[config.mk]
export PLATFORM = sky130hd
export DESIGN_NAME = pipe_ctrl_v2
export DESIGN_NICKNAME = d
export VERILOG_FILES = /design/src/rtl/pipe_ctrl_v2.sv
export SDC_FILE = /design/constraint.sdc
export NUM_CORES = 1
export LEC_CHECK = 0
export CAP_MARGIN = 10
export CORE_MARGIN = 2
export CORE_UTILIZATION = 41
export DETAILED_ROUTE_END_ITERATION = 12
export PLACE_DENSITY = 0.77
export SYNTH_ARGS = -nofsm -noshare
export SYNTH_HDL_FRONTEND = slang
export SYNTH_SLANG_ARGS = --single-unit
[constraint.sdc]
create_clock -name clk -period 2.07 [get_ports clk]
set_input_delay 0.207 -clock clk [delete_from_list [all_inputs] [get_ports clk]]
set_output_delay 0.207 -clock clk [all_outputs]
set_load 0.01 [all_outputs]
[src/rtl/pipe_ctrl_v2.sv]
// pipe_ctrl_v2: pipeline control for redirect, hold and flush.
// Collects hold requests, delivers jump redirects to pc_reg (parking one that
// cannot be accepted yet), generates per-stage flush pulses, and runs a hold
// watchdog. Optional performance counters are built only when the macro
// PIPE_CTRL_PERF_EN is defined; otherwise their ports read as zero.
//
// Redirect handshake: jump_en_o is the valid and if_ready_i the ready. A
// redirect transfers in any cycle where both are 1. While valid is high and
// ready is low, the redirect is parked in pend_q/pend_addr_q and presented
// unchanged until it is accepted. A new jump_en_i arriving while one is
// parked is dropped and latches err_o.
module pipe_ctrl_v2 #(
   parameter int XLEN         = 32,
   parameter int NUM_HOLD     = 4,
   parameter int NUM_STAGES   = 3,
   parameter int FLUSH_CYCLES = 1,
   parameter int HOLD_TIMEOUT = 1024,
   localparam int HS_W        = (NUM_HOLD > 1) ? $clog2(NUM_HOLD) : 1
) (
   input  logic                  clk,
   input  logic                  rst,
   input  logic                  jump_en_i,
   input  logic [XLEN-1:0]       jump_addr_i,
   input  logic [NUM_HOLD-1:0]   hold_req_i,
   input  logic                  if_ready_i,
   output logic                  jump_en_o,
   output logic [XLEN-1:0]       jump_addr_o,
   output logic                  hold_o,
   output logic [NUM_STAGES-1:0] flush_o,
   output logic [HS_W-1:0]       hold_src_o,
   output logic                  timeout_o,
   output logic                  err_o,
   output logic [31:0]           stall_cnt_o,
   output logic [31:0]           flush_cnt_o
);

   localparam int WD_W = $clog2(HOLD_TIMEOUT + 1);

   logic            pend_q;
   logic [XLEN-1:0] pend_addr_q;
   logic [3:0]      flush_cnt_q;
   logic [WD_W-1:0] wd_q;
   logic            accept;
   logic            flush_active;

   // A parked redirect always takes precedence over a fresh request.
   assign jump_en_o    = pend_q | jump_en_i;
   assign jump_addr_o  = pend_q ? pend_addr_q : jump_addr_i;
   assign accept       = jump_en_o & if_ready_i;
   assign flush_active = (flush_cnt_q != 4'd0);
   assign flush_o      = (accept | flush_active) ? {NUM_STAGES{1'b1}} : {NUM_STAGES{1'b0}};
   assign hold_o       = (|hold_req_i) | jump_en_o | flush_active;

   // Lowest-numbered active hold source wins; zero when nothing requests.
   always_comb begin
      hold_src_o = '0;
      for (int i = NUM_HOLD - 1; i >= 0; i--) begin
         if (hold_req_i[i]) hold_src_o = HS_W'(i);
      end
   end

   // Park an unaccepted redirect; the parked target is frozen until accepted.
   always_ff @(posedge clk or posedge rst) begin
      if (rst) begin
         pend_q      <= 1'b0;
         pend_addr_q <= '0;
      end else if (accept) begin
         pend_q <= 1'b0;
      end else if (!pend_q && jump_en_i) begin
         pend_q      <= 1'b1;
         pend_addr_q <= jump_addr_i;
      end
   end

   // Sticky error: a new request arrived while one was already parked.
   always_ff @(posedge clk or posedge rst) begin
      if (rst) begin
         err_o <= 1'b0;
      end else if (pend_q && jump_en_i) begin
         err_o <= 1'b1;
      end
   end

   // Flush length counter; an acceptance restarts the full pulse length.
   always_ff @(posedge clk or posedge rst) begin
      if (rst) begin
         flush_cnt_q <= 4'd0;
      end else if (accept) begin
         flush_cnt_q <= 4'(FLUSH_CYCLES);
      end else if (flush_active) begin
         flush_cnt_q <= flush_cnt_q - 4'd1;
      end
   end

   // Watchdog over consecutive hold cycles; pulses and restarts at the limit.
   always_ff @(posedge clk or posedge rst) begin
      if (rst) begin
         wd_q      <= '0;
         timeout_o <= 1'b0;
      end else if (!hold_o) begin
         wd_q      <= '0;
         timeout_o <= 1'b0;
      end else if (wd_q == WD_W'(HOLD_TIMEOUT - 1)) begin
         wd_q      <= '0;
         timeout_o <= 1'b1;
      end else begin
         wd_q      <= wd_q + 1'b1;
         timeout_o <= 1'b0;
      end
   end

`ifdef PIPE_CTRL_PERF_EN
   logic [31:0] stall_q;
   logic [31:0] flush_q;

   // Saturating performance counters: hold cycles and accepted redirects.
   always_ff @(posedge clk or posedge rst) begin
      if (rst) begin
         stall_q <= 32'd0;
         flush_q <= 32'd0;
      end else begin
         if (hold_o && (stall_q != 32'hFFFF_FFFF)) stall_q <= stall_q + 32'd1;
         if (accept && (flush_q != 32'hFFFF_FFFF)) flush_q <= flush_q + 32'd1;
      end
   end

   assign stall_cnt_o = stall_q;
   assign flush_cnt_o = flush_q;
`else
   assign stall_cnt_o = 32'd0;
   assign flush_cnt_o = 32'd0;
`endif

endmodule

-- Word level (Yosys, flattened, before mapping)
Cells that the tools add are included.
- $add $sub $neg: 2
- equal/unequal tests: 1
- multiplexer cells: 14
- bitwise logic cells: 6
- reductions and logical operators: 8
- operator list (operator ; number):
    $mux W32 ; 1
    $mux W11 ; 2
    $add A11 B1 Y11 const B ; 1
    $eq A11 B10 Y1 const B ; 1
    $mux W2 ; 4
    $mux W4 ; 2
    $mux W1 ; 4
    $or A1 B1 Y1 ; 4
    $reduce_bool A2 Y1 ; 2
    $reduce_bool A4 Y1 ; 1
    $reduce_or A4 Y1 ; 1
    $sub A4 B1 Y4 const B ; 1
    $mux W3 ; 1
    $logic_and A1 B1 Y1 ; 2
    $reduce_and A2 Y1 ; 1
    $and A1 B1 Y1 ; 1
    $logic_not A1 Y1 ; 1
    $not A1 Y1 ; 1
- register bits after elaboration: 50
- input bits: 40
- output and inout bits: 105
- logic and storage cells: 37

-- Logic depth before layout (Yosys ltp)
Gate-level depths: netlist of run 1.
- depth after elaboration: 4
- mapped depth: 6
- depth with buffers taken out: 5

-- Least setup slack after synthesis of run 1
OpenSTA, ideal clock, no wires.
- kind: reg2out
- start point: reg flush_cnt_q[0]
- end point: out hold_o
- data arrival time: 1.572 ns
- data required time: 1.863 ns
- setup slack: 0.291 ns
- stages on the path, launching flop included: 7
- path buffers: 1
- cells stage by stage: dfrtp_1 inv_1 ha_1 or3b_2 nor3_4 buf_6 inv_1
- word-level cells in the longest chain between the ends: 2
- ends and longest elaborated chain (element ; RTL line ; text):
    start: declaration ; 41 ; logic [3:0] flush_cnt_q;
    start signal: assignment ; 89 ; flush_cnt_q <= 4'(FLUSH_CYCLES);
    start signal: assignment ; 91 ; flush_cnt_q <= flush_cnt_q - 4'd1;
    $reduce_bool A4 Y1 ; 50 ; assign flush_active = (flush_cnt_q != 4'd0);
    $or A1 B1 Y1 ; 52 ; assign hold_o = (|hold_req_i) | jump_en_o | flush_active;
    end: declaration ; 28 ; output logic hold_o,
Every way passes these cells.

-- Worst setup path after layout of run 1
- start point: reg pend_q
- end point: out jump_addr_o[31]
- word-level cells in the longest chain between the ends: 1
- ends and longest elaborated chain (element ; RTL line ; text):
    start: declaration ; 39 ; logic pend_q;
    start signal: assignment ; 65 ; pend_q <= 1'b0;
    start signal: assignment ; 68 ; pend_q <= 1'b0;
    start signal: assignment ; 70 ; pend_q <= 1'b1;
    $mux W32 ; 48 ; assign jump_addr_o = pend_q ? pend_addr_q : jump_addr_i;
    end: declaration ; 27 ; output logic [XLEN-1:0] jump_addr_o,
Every way passes these cells.

==> flow_metrics.py, run 1 <==
metrics = {
    "clock_tree": {
        "cts_hold_buf": 0,
        "clock_latency_ps": 290,
        "cts_tree": "done",
        "htreeDepth": 2,
        "cts.sinks": 50,
        "clockRootBuffer": "clkbuf_8",
        "cts_max_path_buffers": 2,
        "cts_buffers": 5,
        "clk_pin_slew_worst_paths_ps": 90,
    },
    "floorplan": {
        "core_um2": 7140,
        "io-pin-count": 145,
        "chipWidth_um": 89.4,
        "die-height_um": 89.4,
        "dieArea_um2": 7990,
        "row_count": 31,
        "initial_utilization": 0.419,
    },
    "layout": {
        "nNetsFinal": 391,
        "synthToLayoutAreaGrowth_pct": 31.2,
        "n_antenna_cell": 0,
        "layout_common_cells": "clkdlybuf4s50_1, mux2_2, conb_1, dfrtp_1, buf_4",
        "final_common_cell": "clkdlybuf4s50_1",
        "drive_above_1_share": 0.287,
        "fill_cells": 643,
        "utilization": 0.549,
    },
    "drt": {
        "ant_nets": 0,
        "via_count": 2015,
        "routed_wl_mm": 5.85,
        "drtIter0Drc": 39,
        "drtPass1Iterations": 4,
        "wl_per_cell_um": 13.0,
        "drc": 0,
        "via_per_inst": 4.50,
    },
    "logic_synthesis": {
        "syn_avg_cell_area_um2": 11.6,
        "synth_edf_count": 0,
        "synth_seq_cells": 50,
        "synth_cells": 258,
        "synthDistinctLibCells": 35,
        "async_flop_share": 1.00,
        "synth_area_um2": 2990,
        "synth_area_leaders": "dfrtp_1, mux2_2, buf_4, ha_1, xnor2_1",
        "ys_warn_count": 0,
        "synth_flop_cell": "dfrtp_1",
        "synth-seq-area-share": 0.419,
        "yosysTopAreaCell": "dfrtp_1",
        "synth_top_area_share": 0.419,
    },
    "power": {
        "irDropWorstVdd_mv": 0.342,
        "leakage_nw": 1.72,
        "cellPowerDensity_nw_per_um2": 827,
    },
    "setup_path": {
        "crit_path_end_kind": "primary output",
        "path_cells": "clkbuf_16, mux2_2, clkdlybuf4s50_1",
        "crit_required_ps": 1860,
        "cp_data_arrival_time_ps": 1780,
        "worst-path-buf-inv": 2,
        "start_kind": "flop",
        "critPathMaxFanout": 14,
        "max_stage_delay_ps": 480,
        "path_class": "reg2out",
        "crit_slowest_cell": "clkdlybuf4s50_1",
        "cp_top_family": "buffers and inverters",
    },
    "placed_design": {
        "dp.final_hpwl_mm": 4.29,
        "place_congestion": 0.784,
        "pre_cts_ws_ps": -50.9,
        "io_buffers": 80,
    },
    "global_routing": {
        "antenna_found_initial": 0,
        "grt_max_degree": 51,
        "grt_pass1_vias": 1955,
        "track_usage": 0.144,
        "grt_pass1_wl_mm": 8.93,
        "grt_overflow": 0,
    },
    "sta": {
        "post-route-period-util": 0.961,
        "fmax_ghz": 0.502,
        "setup_ws_ps": 79.8,
        "clock_skew_ps": 11.2,
        "layout_min_cycle_time_ps": 1990,
        "hold_viol": 0,
        "finalSetupViolCount": 0,
        "finalMaxSlewViolations": 0,
    },
    "run_status": {
        "outcome": "complete, no violations",
    },
    "job": {
        "max_cap_viol_count": 0,
    },
    "hold_path": {
        "worstHoldPathType": "in2async",
    },
}
## layout make-up
class	count	area, µm²	share of cell area
Timing Repair Buffer	94	963	0.246
Clock inverter	2	38.8	0.00990
Clock buffer	6	82.6	0.0211
Sequential cell	50	1250	0.320
Tap cell	99	124	0.0316
Multi-Input combinational cell	192	1440	0.367
Inverter	5	18.8	0.00479
## power breakdown
| group | leakage [nW] | internal, W | switching [W] |
|---|---|---|---|
| Sequential | 0.598 | 0.00122 | 0.000199 |
| Clock | 0.0618 | 0.000398 | 0.000319 |
| Combinational | 1.06 | 0.000636 | 0.000472 |
## worst paths after layout
path,startpoint,end,slack (ps),depth (start not counted)
min,rst,pend_addr_q[31]$_DFFE_PP0P_,270,3
min in group clk,err_o$_DFFE_PP0P_,err_o$_DFFE_PP0P_,470,1
max in group asynchronous,rst,pend_q$_DFFE_PP0P_,1560,3
max,pend_q$_DFFE_PP0P_,jump_addr_o[31],80,3
min reg2reg,err_o$_DFFE_PP0P_,err_o$_DFFE_PP0P_,470,1
max reg2reg,pend_q$_DFFE_PP0P_,pend_addr_q[22]$_DFFE_PP0P_,430,4
## cell families (layout without fill, tap and decap cells)
kind of cell | Yosys count | count (layout) | share of synthesized area
fa+ha+maj | 3 | 3 | 0.0126
buf+inv | 79 | 107 | 0.186
other cells | 1 | 64 | 0.00126
compound gates | 14 | 14 | 0.0306
xor+xnor | 6 | 6 | 0.0176
flops | 50 | 50 | 0.419
simple gates | 41 | 41 | 0.0917
mux | 64 | 64 | 0.241
## stage by stage
step	std cells	total power [W]	hold WS (ps)	instance area (µm²)	TNS, ps
6_report	448	0.00324	272	3920	0
5_1_grt	448	0.00348	294	3920	-3.00
4_1_cts	447	0.00327	277	3870	0
3_5_place_dp	438	0.00252	447	3730	-50.9
3_3_place_gp	438	0.00246	438	3730	-24.2
2_1_floorplan	321	0.00215	273	3220	0
## sequential cells by signal (all words and copies together) (netlist names)
name and count:
err_o 1, pend_addr_q 32, pend_q 1, timeout_o 1, wd_q 11, flush_cnt_q 4
## worst register-to-register path: cells and delay by family (launching register included)
kind | cells | cell delay [ps]
buffers and inverters | 2 | 480
multiplexers | 1 | 370
flip-flops | 1 | 470
AND/OR/NAND/NOR | 1 | 200
## cells in the mapped netlist, drive strengths merged, types with 2 or more instances
cell	n
buf	74
mux2	64
dfrtp	50
nor2	7
nand2	6
nor3	6
inv	5
nand3	5
o21ai	5
nor3b	4
or3	4
xnor2	4
a211oi	3
a21oi	3
ha	3
nor2b	2
or4	2
xor2	2
## routing by layer
metal | wire, µm | up-vias | track usage
met4 | 70 | 0 | 0.0421
met1 | 2240 | 983 | 0.172
met3 | 471 | 4 | 0.0545
met2 | 3060 | 88 | 0.242
met5 | 0 | - | 0
li1 | - | 940 | -
## timing repair
action                     in CTS  in global routing
gates resized for setup         4                  9
cloned                          0                  1
pin swaps                       1                  0
buffers inserted                1                  0
hold endpoints to repair        0                  0
setup endpoints to repair      31                 12
Power figures use the tool's default switching activity.
==> inputs of run 2 (changes only) <==
- CORE_ASPECT_RATIO: default -> 0.9
==> run 2 against run 1 <==
Net effect:
- final cell count decreased by 1.3%
- utilization increased by 0.53 points
- highest routed layer unchanged
- critical path type unchanged
- non-clock buffer count unchanged
==> flow_metrics.py, run 2 (same netlist as run 1, synthesis figures left out) <==
metrics = {
    "floorplan": {
        "core_um2": 7040,
        "row_count": 29,
        "die-height_um": 85.0,
        "initial_utilization": 0.424,
        "chipWidth_um": 94.0,
        "dieArea_um2": 7990,
        "io-pin-count": 145,
    },
    "global_routing": {
        "grt_pass1_wl_mm": 9.08,
        "grt_max_degree": 51,
        "grt_overflow": 0,
        "antenna_found_initial": 0,
        "track_usage": 0.142,
        "grt_pass1_vias": 1914,
    },
    "setup_path": {
        "path_cells": "clkbuf_16, mux2_2, clkdlybuf4s50_1",
        "crit_required_ps": 1860,
        "cp_top_family": "buffers and inverters",
        "path_class": "reg2out",
        "reg2reg_from": "pend_q$_DFFE_PP0P_",
        "max_stage_delay_ps": 480,
        "timing.rr.end": "pend_addr_q[9]$_DFFE_PP0P_",
        "r2r_cells": 4,
        "crit_slowest_cell": "clkdlybuf4s50_1",
        "worst-path-buf-inv": 2,
        "start_kind": "flop",
        "crit_path_end_kind": "primary output",
        "regToRegSetupSlack_ps": 420,
        "cp_data_arrival_time_ps": 1790,
        "worstSetupPathDepth": 3,
        "critPathMaxFanout": 15,
    },
    "power": {
        "seqPwrFrac": 0.433,
        "irDropWorstVdd_mv": 0.378,
        "p_comb_frac": 0.348,
        "p_sw_w": 0.00102,
        "total_power_w": 0.00327,
        "p_sw_frac": 0.310,
        "leakage_nw": 1.69,
        "power_frac_clock": 0.219,
        "p_int_w": 0.00226,
        "cellPowerDensity_nw_per_um2": 839,
    },
    "clock_tree": {
        "cts.sinks": 50,
        "cts_max_path_buffers": 2,
        "cts_buffers": 5,
        "htreeDepth": 2,
        "clock_latency_ps": 300,
        "clk_pin_slew_worst_paths_ps": 100,
        "cts_tree": "done",
        "clockRootBuffer": "clkbuf_8",
        "cts_hold_buf": 0,
    },
    "placed_design": {
        "postPlaceCellArea_um2": 3720,
        "dp.final_hpwl_mm": 4.09,
        "io_buffers": 80,
        "place_congestion": 0.757,
    },
    "drt": {
        "ant_nets": 0,
        "drtPass1Iterations": 4,
        "routed_wl_mm": 5.71,
        "wl_per_cell_um": 12.9,
        "via_per_inst": 4.50,
        "drc": 0,
        "via_count": 1990,
        "drtIter0Drc": 52,
    },
    "layout": {
        "largest-register": "pend_addr_q",
        "drive_above_1_share": 0.292,
        "final_area_um2": 3900,
        "layout_common_cells": "clkdlybuf4s50_1, mux2_2, conb_1, dfrtp_1, buf_4",
        "nNetsFinal": 391,
        "n_antenna_cell": 0,
        "reg_top3": "pend_addr_q (32), wd_q (11), flush_cnt_q (4)",
        "final_common_cell": "clkdlybuf4s50_1",
        "synthToLayoutAreaGrowth_pct": 30.6,
        "largest_reg_flops": 32,
        "fill_cells": 629,
    },
    "sta": {
        "finalSetupViolCount": 0,
        "finalMaxSlewViolations": 0,
        "post-route-period-util": 0.967,
        "layout_min_cycle_time_ps": 2000,
        "clock_skew_ps": 5.74,
        "fmax_ghz": 0.500,
        "hold_viol": 0,
        "tns_ps": 0,
    },
    "run_status": {
        "outcome": "complete, no violations",
    },
    "hold_path": {
        "worstHoldPathType": "in2async",
    },
    "job": {
        "max_cap_viol_count": 0,
    },
}
## run 2: cell count changes in the layout (fill, tap and decap cells not counted), sizes merged
| cell | before | now |
|---|---|---|
| clkdlybuf4s15 | 1 | 0 |
| clkdlybuf4s50 | 73 | 78 |
| clkinvlp | 0 | 1 |
| dlymetal6s2s | 6 | 1 |
## run 2: how the worst max path moves through the flow
stage          slack (ps)               to                       start
6_report               70  jump_addr_o[20]          pend_q$_DFFE_PP0P_
5_1_grt                -1       flush_o[1]  flush_cnt_q[0]$_DFFE_PP0P_
4_1_cts                 9           hold_o  flush_cnt_q[0]$_DFFE_PP0P_
3_5_place_dp          -80           hold_o               hold_req_i[1]
3_3_place_gp          -90           hold_o               hold_req_i[1]
2_1_floorplan         290           hold_o  flush_cnt_q[0]$_DFFE_PP0P_
## run 2: per-stage QoR
stage | hold slack, ps | utilization | worst slack, ps | instances
after CTS | 259 | 0.548 | 9.14 | 439
final | 251 | 0.554 | 68.5 | 442
after floorplan | 273 | - | 291 | 321
after global routing | 291 | 0.554 | -1.10 | 442
after global placement | 444 | 0.529 | -94.7 | 430
after detailed placement | 457 | 0.529 | -81.8 | 430
## run 2: what timing repair did
item	in CTS	in global routing
pin swaps	1	1
resized for setup	4	7
gates cloned	0	1
buffers inserted	1	2
endpoints found under the setup margin	32	8
hold endpoints to repair	0	0
## run 2: metal layers
metal,wire length (µm),share of wire,global-route usage
met4,23,0.0040,0.0356
met3,487,0.085,0.0453
met1,2400,0.42,0.184
met5,0,0,0
met2,2800,0.49,0.230
## run 2: power by group through the flow
stage / registers (W) / logic (W) / clock network [W]
after global routing: 0.00145 / 0.00126 / 0.000783
after CTS: 0.00141 / 0.00111 / 0.000739
final: 0.00142 / 0.00114 / 0.000716
after global placement: 0.00141 / 0.00106 / 0
after detailed placement: 0.00143 / 0.00109 / 0
after floorplan: 0.00138 / 0.000773 / 0
## run 2: area by class of cell
class / count / area (µm²) / share of cell area
Tap cell: 93 / 116 / 0.0298
Multi-Input combinational cell: 192 / 1440 / 0.369
Timing Repair Buffer: 94 / 958 / 0.246
Clock buffer: 5 / 68.8 / 0.0176
Sequential cell: 50 / 1250 / 0.321
Inverter: 5 / 18.8 / 0.00481
Clock inverter: 3 / 48.8 / 0.0125
## run 2: worst reg2reg max path, cell delays in order (launching register included)
cell and delay, ps:
dfrtp_2 470, clkbuf_16 200, nor3b_4 240, buf_12 240
mux2_2 370
==> inputs of run 3 (changes only) <==
- PLACE_DENSITY: 0.77 -> 0.91
==> run 3 against run 2 <==
Net effect:
- clock power fell by 20%
- cell area fell by 0.64%
- wire length rose by 2.1%
- global-route usage rose by 0.82 points
- fmax fell by 1.4%
- total power fell by 5.1%
- final cell count did not move
- count of clock-buffer cells in the layout rose by 2
- sequential cell count did not move
- clock skew fell by 2.0 ps
- sequential share of layout area rose by 0.21 points
- critical endpoint is now jump_addr_o[7]
- highest routed layer unchanged
==> flow_metrics.py, run 3 (same netlist as run 1, synthesis figures left out) <==
metrics = {
    "run_status": {
        "outcome": "complete, no violations",
    },
    "setup_path": {
        "path_cells": "buf_12, mux2_2, clkdlybuf4s50_1",
        "r2r_cells": 6,
        "worst-path-buf-inv": 2,
        "worstSetupPathDepth": 3,
        "start_kind": "flop",
        "cp_top_family": "buffers and inverters",
        "max_stage_delay_ps": 510,
        "regToRegSetupSlack_ps": 370,
        "crit_required_ps": 1860,
        "timing.rr.end": "wd_q[7]$_DFF_PP0_",
        "path_class": "reg2out",
        "crit_slowest_cell": "clkdlybuf4s50_1",
        "cp_data_arrival_time_ps": 1820,
        "crit_path_end_kind": "primary output",
        "critPathMaxFanout": 15,
        "reg2reg_from": "flush_cnt_q[0]$_DFFE_PP0P_",
    },
    "global_routing": {
        "antenna_found_initial": 0,
        "grt_max_degree": 32,
        "grt_overflow": 0,
        "grt_pass1_vias": 2094,
        "grt_pass1_wl_mm": 9.60,
        "track_usage": 0.150,
    },
    "layout": {
        "drive_above_1_share": 0.287,
        "synthToLayoutAreaGrowth_pct": 29.8,
        "layout_common_cells": "clkdlybuf4s50_1, mux2_2, conb_1, dfrtp_1, buf_4",
        "largest_reg_flops": 32,
        "utilization": 0.551,
        "nNetsFinal": 391,
        "final_area_um2": 3880,
        "largest-register": "pend_addr_q",
        "layout.cells.non_filler": 442,
        "final_common_cell": "clkdlybuf4s50_1",
        "n_antenna_cell": 0,
        "reg_top3": "pend_addr_q (32), wd_q (11), flush_cnt_q (4)",
    },
    "hold_path": {
        "worstHoldPathType": "in2async",
    },
    "placed_design": {
        "dp.final_hpwl_mm": 4.51,
        "dp_cells": 434,
        "io_buffers": 80,
        "place_congestion": 0.769,
        "postPlaceCellArea_um2": 3730,
    },
    "drt": {
        "drtPass1Iterations": 4,
        "routed_wl_mm": 5.83,
        "drtIter0Drc": 27,
        "via_per_inst": 4.50,
        "ant_nets": 0,
        "drc": 0,
        "wl_per_cell_um": 13.2,
        "via_count": 1990,
    },
    "power": {
        "leakage_nw": 1.72,
        "total_power_w": 0.00311,
        "cellPowerDensity_nw_per_um2": 801,
        "irDropWorstVdd_mv": 0.299,
    },
    "clock_tree": {
        "cts_hold_buf": 0,
        "cts_tree": "done",
        "htreeDepth": 2,
        "cts_max_path_buffers": 2,
        "clockRootBuffer": "clkbuf_8",
        "cts.sinks": 50,
        "clock_latency_ps": 290,
        "clk_pin_slew_worst_paths_ps": 90,
        "cts_buffers": 5,
        "post-cts-setup-buffer-count": 0,
    },
    "sta": {
        "finalSetupViolCount": 0,
        "layout_min_cycle_time_ps": 2030,
        "fmax_ghz": 0.493,
        "post-route-period-util": 0.980,
        "clock_skew_ps": 3.75,
        "finalMaxSlewViolations": 0,
        "hold_slack_ps": 224,
        "hold_viol": 0,
    },
    "floorplan": {
        "die-height_um": 85.0,
        "dieArea_um2": 7990,
        "row_count": 29,
        "initial_utilization": 0.424,
        "io-pin-count": 145,
        "core_um2": 7040,
        "chipWidth_um": 94.0,
    },
    "job": {
        "max_cap_viol_count": 0,
    },
}
[run 3: changes by cell type in the layout (fill, tap and decap cells not counted), sizes merged]
cell / previous run / this run
dlymetal6s2s: 1 / 8
bufinv: 1 / 0
clkbuf: 7 / 8
inv: 6 / 5
clkinvlp: 1 / 0
buf: 13 / 14
clkdlybuf4s50: 78 / 71
clkinv: 0 / 1
[run 3: worst max-delay path by stage]
stage          slack [ps]                       start              to
2_1_floorplan         290  flush_cnt_q[0]$_DFFE_PP0P_          hold_o
3_3_place_gp          -80               hold_req_i[1]          hold_o
3_5_place_dp         -130               hold_req_i[1]          hold_o
4_1_cts                20          pend_q$_DFFE_PP0P_  jump_addr_o[7]
5_1_grt               -20          pend_q$_DFFE_PP0P_  jump_addr_o[0]
6_report               40          pend_q$_DFFE_PP0P_  jump_addr_o[7]
[run 3: power breakdown]
group          switching [W]  total (W)  internal (W)  leakage, nW
logic               0.000471    0.00111      0.000640         1.07
clock network       0.000304   0.000574      0.000270       0.0482
registers           0.000204    0.00142       0.00122        0.598
[run 3: area by class of cell]
type                       instances  area (µm²)
clock buffer                       7        86.3
inverter                           5        18.8
tap                               93         116
fill                             626        3160
clock inverter                     1        5.00
timing repair buffer              94         958
sequential                        50        1250
multi-input combinational        192        1440
[run 3: stage by stage]
stage | setup WS [ps] | setup TNS, ps
after floorplan | 291 | 0
after global placement | -81.9 | -81.9
after detailed placement | -126 | -126
after CTS | 22.8 | 0
after global routing | -16.0 | -117
final | 41.0 | 0
[run 3: what timing repair did]
| action | 4_1_cts | 5_1_grt |
|---|---|---|
| gates resized for setup | 8 | 14 |
| endpoints found under the hold margin | 0 | 0 |
| pin swaps | 1 | 1 |
| setup endpoints to repair | 36 | 26 |
[run 3: routing by layer]
metal  routed length [µm]  track usage
met1                 2230        0.170
met2                 3100        0.273
met3                  387       0.0373
met4                  119       0.0514
met5                    0            0
[run 3: worst register-to-register path: stages, from the launching register on]
cell and delay, ps:
dfrtp_1 390, inv_1 80, ha_1 160, or3b_4 400
nor3_4 240, buf_4 220, a211oi_1 80
